File: config.mk
export PLATFORM = sky130hd
export DESIGN_NAME = vga_timing_gen
export DESIGN_NICKNAME = d
export VERILOG_FILES = /design/src/rtl/vga_timing_gen.sv
export SDC_FILE = /design/constraint.sdc
export NUM_CORES = 1
export LEC_CHECK = 0
export CORE_ASPECT_RATIO = 0.8
export CORE_MARGIN = 3
export CORE_UTILIZATION = 50
export DETAILED_ROUTE_END_ITERATION = 12
export PLACE_DENSITY = 0.76
export SYNTH_ARGS = -nofsm -noshare
export SYNTH_HDL_FRONTEND = slang
export SYNTH_SLANG_ARGS = --single-unit
File: constraint.sdc
create_clock -name clk -period 3.7 [get_ports clk]
set_input_delay 0.37 -clock clk [delete_from_list [all_inputs] [get_ports clk]]
set_output_delay 0.37 -clock clk [all_outputs]
set_load 0.01 [all_outputs]
File: src/rtl/vga_timing_gen.sv
// VGA raster timing: pixel-tick divider, h/v counters, sync/bright decode and frame counter.
// Outputs are registered from the next-state counters so sync and bright line up with hCount/vCount.
module vga_timing_gen #(
  parameter int unsigned CLK_DIV     = 4,
  parameter int unsigned H_TOTAL     = 800,
  parameter int unsigned H_SYNC      = 96,
  parameter int unsigned H_VIS_START = 144,
  parameter int unsigned H_VIS_END   = 784,
  parameter int unsigned V_TOTAL     = 525,
  parameter int unsigned V_SYNC      = 2,
  parameter int unsigned V_VIS_START = 35,
  parameter int unsigned V_VIS_END   = 515
) (
  input  logic        clk,
  input  logic        rst_n,
  input  logic        en,
  output logic        pix_tick,
  output logic [9:0]  hCount,
  output logic [9:0]  vCount,
  output logic        hSync,
  output logic        vSync,
  output logic        bright,
  output logic        frame_start,
  output logic [15:0] frame_count
);

  localparam int unsigned DW = (CLK_DIV > 1) ? $clog2(CLK_DIV) : 1;
  localparam logic [DW-1:0] DIV_LAST = DW'(CLK_DIV - 1);
  localparam logic [9:0] H_LAST  = 10'(H_TOTAL - 1);
  localparam logic [9:0] V_LAST  = 10'(V_TOTAL - 1);
  localparam logic [9:0] H_SYNC_C = 10'(H_SYNC);
  localparam logic [9:0] V_SYNC_C = 10'(V_SYNC);
  localparam logic [9:0] H_VS_C   = 10'(H_VIS_START);
  localparam logic [9:0] H_VE_C   = 10'(H_VIS_END);
  localparam logic [9:0] V_VS_C   = 10'(V_VIS_START);
  localparam logic [9:0] V_VE_C   = 10'(V_VIS_END);

  logic [DW-1:0] div_q, div_d;
  logic [9:0]    h_q, h_d, v_q, v_d;
  logic          tick_q, tick_d;
  logic          hs_q, hs_d, vs_q, vs_d, br_q, br_d;
  logic          fs_q, fs_d;
  logic [15:0]   fc_q, fc_d;

  always_comb begin
    div_d  = div_q;
    h_d    = h_q;
    v_d    = v_q;
    tick_d = 1'b0;
    fs_d   = 1'b0;
    fc_d   = fc_q;
    if (en) begin
      if (div_q == DIV_LAST) begin
        div_d  = '0;
        tick_d = 1'b1;
        if (h_q == H_LAST) begin
          h_d = '0;
          if (v_q == V_LAST) begin
            v_d  = '0;
            fs_d = 1'b1;
            fc_d = fc_q + 16'd1;
          end else begin
            v_d = v_q + 10'd1;
          end
        end else begin
          h_d = h_q + 10'd1;
        end
      end else begin
        div_d = div_q + DW'(1);
      end
    end
    // Decode from next-state counters so the registered flags carry no skew.
    hs_d = (h_d >= H_SYNC_C);
    vs_d = (v_d >= V_SYNC_C);
    br_d = (h_d >= H_VS_C) && (h_d < H_VE_C) && (v_d >= V_VS_C) && (v_d < V_VE_C);
  end

  always_ff @(posedge clk or negedge rst_n) begin
    if (!rst_n) begin
      div_q  <= '0;
      h_q    <= '0;
      v_q    <= '0;
      tick_q <= 1'b0;
      hs_q   <= 1'b0;
      vs_q   <= 1'b0;
      br_q   <= 1'b0;
      fs_q   <= 1'b0;
      fc_q   <= '0;
    end else begin
      div_q  <= div_d;
      h_q    <= h_d;
      v_q    <= v_d;
      tick_q <= tick_d;
      hs_q   <= hs_d;
      vs_q   <= vs_d;
      br_q   <= br_d;
      fs_q   <= fs_d;
      fc_q   <= fc_d;
    end
  end

  assign pix_tick    = tick_q;
  assign hCount      = h_q;
  assign vCount      = v_q;
  assign hSync       = hs_q;
  assign vSync       = vs_q;
  assign bright      = br_q;
  assign frame_start = fs_q;
  assign frame_count = fc_q;

endmodule

==> reports/results.tsv <==
stage	metric	value	unit
synthesis	synth_edf_count	0	
power_and_ir_drop	design_power_total	0.905	mW
placed_design	io_buffers	43	
global_routing	grt_pass1_vias	1581	
detailed_routing	drtIter0Drc	140	
detailed_routing	final_antenna_net_count	0	
global_routing	overflow	0	
power_and_ir_drop	p_leak	1.18	nW
layout	antenna_cells	0	
synthesis	synth.top_cell.area_share	52.3	%
worst_setup_path	required	3.91	ns
die	coreArea	3880	µm²
synthesis	synth_nets	204	
placed_design	place_congestion	0.860	
worst_setup_path	critical_path_depth	7	
synthesis	avgSynthCellArea	10.5	µm²
synthesis	syn_inst	196	
synthesis	synthMuxAreaShare	2.07	%
synthesis	synth_simple_gate_area_share	22.4	%
synthesis	synth_most_common_cell	dfrtp_1	
sta	drv_slew	0	
layout	area_growth	27.8	%
sta	rsz0062_at_grt	no	
run_status	status	complete, no violations	
die	fp.dieArea	4920	µm²
worst_setup_path	crit_path_start	hCount[5]	
worst_setup_path	critPathCapture	bright	
die	die_w	77.7	µm
synthesis	synth_ff_type	dfrtp_1	
layout	final_nets	255	
worst_setup_path	rrSetupSlack	0.81	ns
detailed_routing	vias_per_cell	5.46	
sta	final-setup-viol-count	0	
synthesis	synth-seq-cells	43	
clock_tree	clock_path_buffers	2	
sta	fin_crit_sh	78.0	%
clock_tree	cts_buffers	5	
power_and_ir_drop	power_density	345	nW/µm²
clock_tree	cts-root-buf	clkbuf_8	
synthesis	syn_area	2060	µm²
worst_setup_path	r2r_end	bright	
die	rows	20	
clock_tree	cts_resized	0	
sta	maxSlewHeadroom	36.9	%
placed_design	dp_hpwl	3290	µm
power_and_ir_drop	ir_drop	0.294	mV
global_routing	grt_first_pass_wirelength	7840	µm
die	start_util	53.0	%
synthesis	synth-xor-area-share	10.2	%
worst_setup_path	crit_chain	or4b_4, or4_4, or4_1, nand2_1, nor4_1, or3_1, a31oi_1	
die	io_pins	44	
synthesis	synth_common_cells	43 x dfrtp_1, 20 x nand2_1, 15 x nand3_1	
detailed_routing	vias	1643	
synthesis	synth_adder_area_share	3.04	%
clock_tree	cts_setup_buffers	0	
synthesis	synth_top_family_by_area	simple AND/OR/NAND/NOR gates	
global_routing	antenna_found_initial	0	
worst_setup_path	cp-end-kind	register	
min_path	hold_path_class	input port to async pin	
clock_tree	clk_latency	0.29	ns
sta	finalSetupTns	0	ns
layout	regArea	1080	µm²
worst_setup_path	rr_startpoint	hCount[5]	
clock_tree	htreeDepth	2	
sta	worst_slew_pin_slew	0.947	ns
layout	post-route-util	67.7	%
synthesis	ys_types	33	
layout	drive_gt1_share	5.69	%
worst_setup_path	startpoint_type	register	
detailed_routing	wirelength	4450	µm
sta	min_period	2.89	ns
worst_setup_path	cp.arrival	3.10	ns
synthesis	synth_area_leaders	dfrtp_1 52%, xnor2_1 5.5%, xor2_1 4.7%, nand2_1 3.7%, nand3_1 3.7%	
synthesis	async_reset_ff_share	100	%
worst_setup_path	reg2reg_depth	7	
clock_tree	clk_pin_slew	0.07	ns
sta	hold_viol	0	
sta	fmax	346	MHz
worst_setup_path	cpMaxStageDelayCell	or4_4	
detailed_routing	wl_per_cell	14.8	µm
synthesis	yosys_warnings	0	
die	die_h	63.4	µm
synthesis	synth_compound_area_share	7.55	%
worst_setup_path	cp_max_fo	10	
clock_tree	cts_hold_buffers	0	
global_routing	grt_usage	20.3	%
detailed_routing	drt-pass1-iter-count	4	
worst_setup_path	crit_buf_inv	0	
synthesis	ys_seq_area_share	52.3	%
sta	worst_clock_skew	0.00293	ns
detailed_routing	drc	0	
layout	multiInputGateArea	931	µm²
global_routing	grt_max_degree	44	
clock_tree	cts_sinks	43	
flow_run	maxCapViolations	0	
synthesis	yosysTopAreaCell	dfrtp_1	
worst_setup_path	path_class	register to register	
worst_setup_path	critPathTopFamily	simple AND/OR/NAND/NOR gates	
clock_tree	cts_tree	done	
layout	fillerInstances	328	
worst_setup_path	slowest_delay	0.60	ns
==> routing by layer <==
layer / track usage (%) / up-vias / routed length [µm]
li1: - / 807 / -
met3: 4.00 / 6 / 271
met1: 30.0 / 778 / 2160
met5: 0 / - / 0
met4: 7.11 / 0 / 69
met2: 29.6 / 52 / 1950
==> worst register-to-register path, delay by kind of cell (launching register included) <==
kind | cells | cell delay [ns]
compound gates | 1 | 0.17
simple gates | 6 | 2.22
flops | 1 | 0.43
==> final cells by class <==
class | count | area share, %
well taps | 55 | 2.62
inverters | 10 | 1.43
repair buffers | 45 | 16.8
clock buffers | 6 | 2.76
multi-input cells | 142 | 35.4
flip-flops and latches | 43 | 41.0
==> cells in the final DEF (no fill, tap or decap), types with 9 or more instances in the layout <==
cell              n
clkdlybuf4s50_1  42
dfrtp_1          43
inv_1             9
nand2_1          20
nand3_1          15
nor2_1           11
nor3_1            9
o21ai_0          12
xnor2_1          13
xor2_1           11
==> per-stage QoR <==
step	instance area, µm²	hold WS (ns)	std cells	setup slack [ns]
after detailed placement	2550	0.474	295	0.689
after floorplan	2060	0.0744	196	0.863
after CTS	2630	0.249	301	0.826
after global placement	2550	0.459	295	0.757
final	2630	0.224	301	0.814
after global routing	2630	0.297	301	0.742
==> cells by family (layout without fill, tap and decap cells) <==
group           after synthesis  count (layout)
fa+ha+maj                     5               5
xor+xnor                     24              24
mux                           4               4
flops                        43              43
compound gates               25              25
buf+inv                      11              61
simple gates                 84              84
==> worst min-delay path by stage <==
stage                      endpoint  slack, ns            start  cells after the start
global route              vCount[4]       0.30            rst_n                      1
detailed placement  frame_count[15]       0.47  frame_count[15]                      1
global placement    frame_count[15]       0.46  frame_count[15]                      1
floorplan                    bright       0.07            rst_n                      0
finish                    hCount[7]       0.22            rst_n                      1
CTS                       vCount[4]       0.25            rst_n                      1
==> registers in the layout (all words and copies together) (netlist names), 2 cells and up <==
signal	count
hCount	10
vCount	10
frame_count	16
div_q	2
==> power breakdown <==
group / switching (mW) / leakage [nW] / internal, mW
clock: 0.140 / 0.0371 / 0.126
combinational: 0.0527 / 0.570 / 0.0606
sequential: 0.0283 / 0.571 / 0.498
No activity file was read; power rests on OpenSTA's default activity.
==> RTL edit: new RTL, same flow settings <==
`CLK_DIV`: 4 -> 8.
--- a/src/rtl/vga_timing_gen.sv
+++ b/src/rtl/vga_timing_gen.sv
@@ -2,5 +2,5 @@
 // Outputs are registered from the next-state counters so sync and bright line up with hCount/vCount.
 module vga_timing_gen #(
-  parameter int unsigned CLK_DIV     = 4,
+  parameter int unsigned CLK_DIV     = 8,
   parameter int unsigned H_TOTAL     = 800,
   parameter int unsigned H_SYNC      = 96,
Behaviour: not the same (Yosys sat finds a counterexample within 10 cycles, from zero or initial values and one cycle with rst_n low).
==> RTL edit against the original RTL <==
Fmax fell by 2.6%. Highest routed layer unchanged. Worst setup slack worse by 76 ps. Critical path type unchanged. Area after synthesis increased by 12%. Wire length up 5.8%. Non-clock buffer count shrank 2. Clock skew rose by 9.1 ps. Cell area up 10%. Sequential power up 2%. Power increased by 20%. Sequential cell count increased by 1. First-iteration DRC count fell by 32%. Critical endpoint unchanged.
==> RTL edit: results (changes against the original RTL) <==
DETAILROUTE.WIRELENGTH.MET3_UM=193  # was 271 um
SEQ_POWER_uW=539  # was 526 uW
VIA_PER_INST=5.315  # was 5.458
CELLLEAKAGEPOWER_nW=1.339  # was 1.178 nW
AREA_USED_BY_MULTI_INPUT_COMBINATIONAL_LOGIC_MM2=0.001115  # was 930.9 um^2
DR_WL_MET2_MM=1.990  # was 1.947 mm
COMBPWRFRAC_PCT=11.4  # was 12.5%
LARGEST_NET_DEGREE_AT_THE_START_OF_GLOBAL_ROUTING=45  # was 44
POWER.SHARE.SEQUENTIAL_PCT=49.5  # was 58.1%
SETUP.REG_TO_REG.WORST_SLACK_PS=740  # was 810 ps
PLACEMENT.CELL_AREA_MM2=0.002761  # was 0.002554 mm^2
N_ALL_BUFFERS=43  # was 45
HPWL_MM=3.395  # was 3.289 mm
BUFFER_AREA_SHARE_PCT=14.72  # was 16.77%
OUTCOME='finished, final reports clean'  # unchanged
CRITICAL_PATH.MAX_FANOUT=16  # was 10
CRITICAL_PATH_DEPTH=9  # was 7
GRT_PASS1_VIAS=1613  # was 1581
SHARE_OF_FINAL_LAYOUT_STANDARD_CELLS_STRONGER_THAN_DRIVE_STRENGTH_1_PCT=7.865  # was 5.691%
TOP_CELLS_BY_AREA_IN_THE_SYNTHESIZED_NETLIST='sky130_fd_sc_hd__dfrtp_1, sky130_fd_sc_hd__xnor2_1, sky130_fd_sc_hd__xor2_1'  # unchanged
CLOCK_TREE_AREA_FRACTION_PCT=4.459  # was 2.763%
CRITICAL_PATH_ARRIVAL_PS=3190  # was 3100 ps
DRT_ITER0_DRC=95  # was 140
SYNTHDISTINCTLIBCELLS=49  # was 33
GRT_UTIL_MET1_PCT=29.96  # was 29.97%
FINAL_CELL_COUNT_NO_FILL=324  # was 301
MET3_USAGE_PCT=4.459  # was 4.000%
-- RTL edit: cell types whose count changed in the layout (fill, tap and decap cells not counted), moves of 3 or more --
cell,before,now
sky130_fd_sc_hd__inv_1,9,13
sky130_fd_sc_hd__a31oi_1,5,0
sky130_fd_sc_hd__nor3_1,9,2
sky130_fd_sc_hd__xnor2_1,13,18
sky130_fd_sc_hd__nand4b_1,0,3
sky130_fd_sc_hd__o21ai_0,12,9
sky130_fd_sc_hd__nor2_1,11,19
sky130_fd_sc_hd__and4_1,7,2
sky130_fd_sc_hd__and2_1,0,5
sky130_fd_sc_hd__nand2_1,20,23
-- RTL edit: cell families after synthesis --
logic type               share of synthesized area (%)
AND/OR/NAND/NOR                                  23.48
flip-flops                                       47.72
XOR/XNOR                                         11.01
AO/OA/AOI/OAI                                    8.731
buffers and inverters                            3.958
adder cells (fa/ha/maj)                          3.254
multiplexers                                     1.844
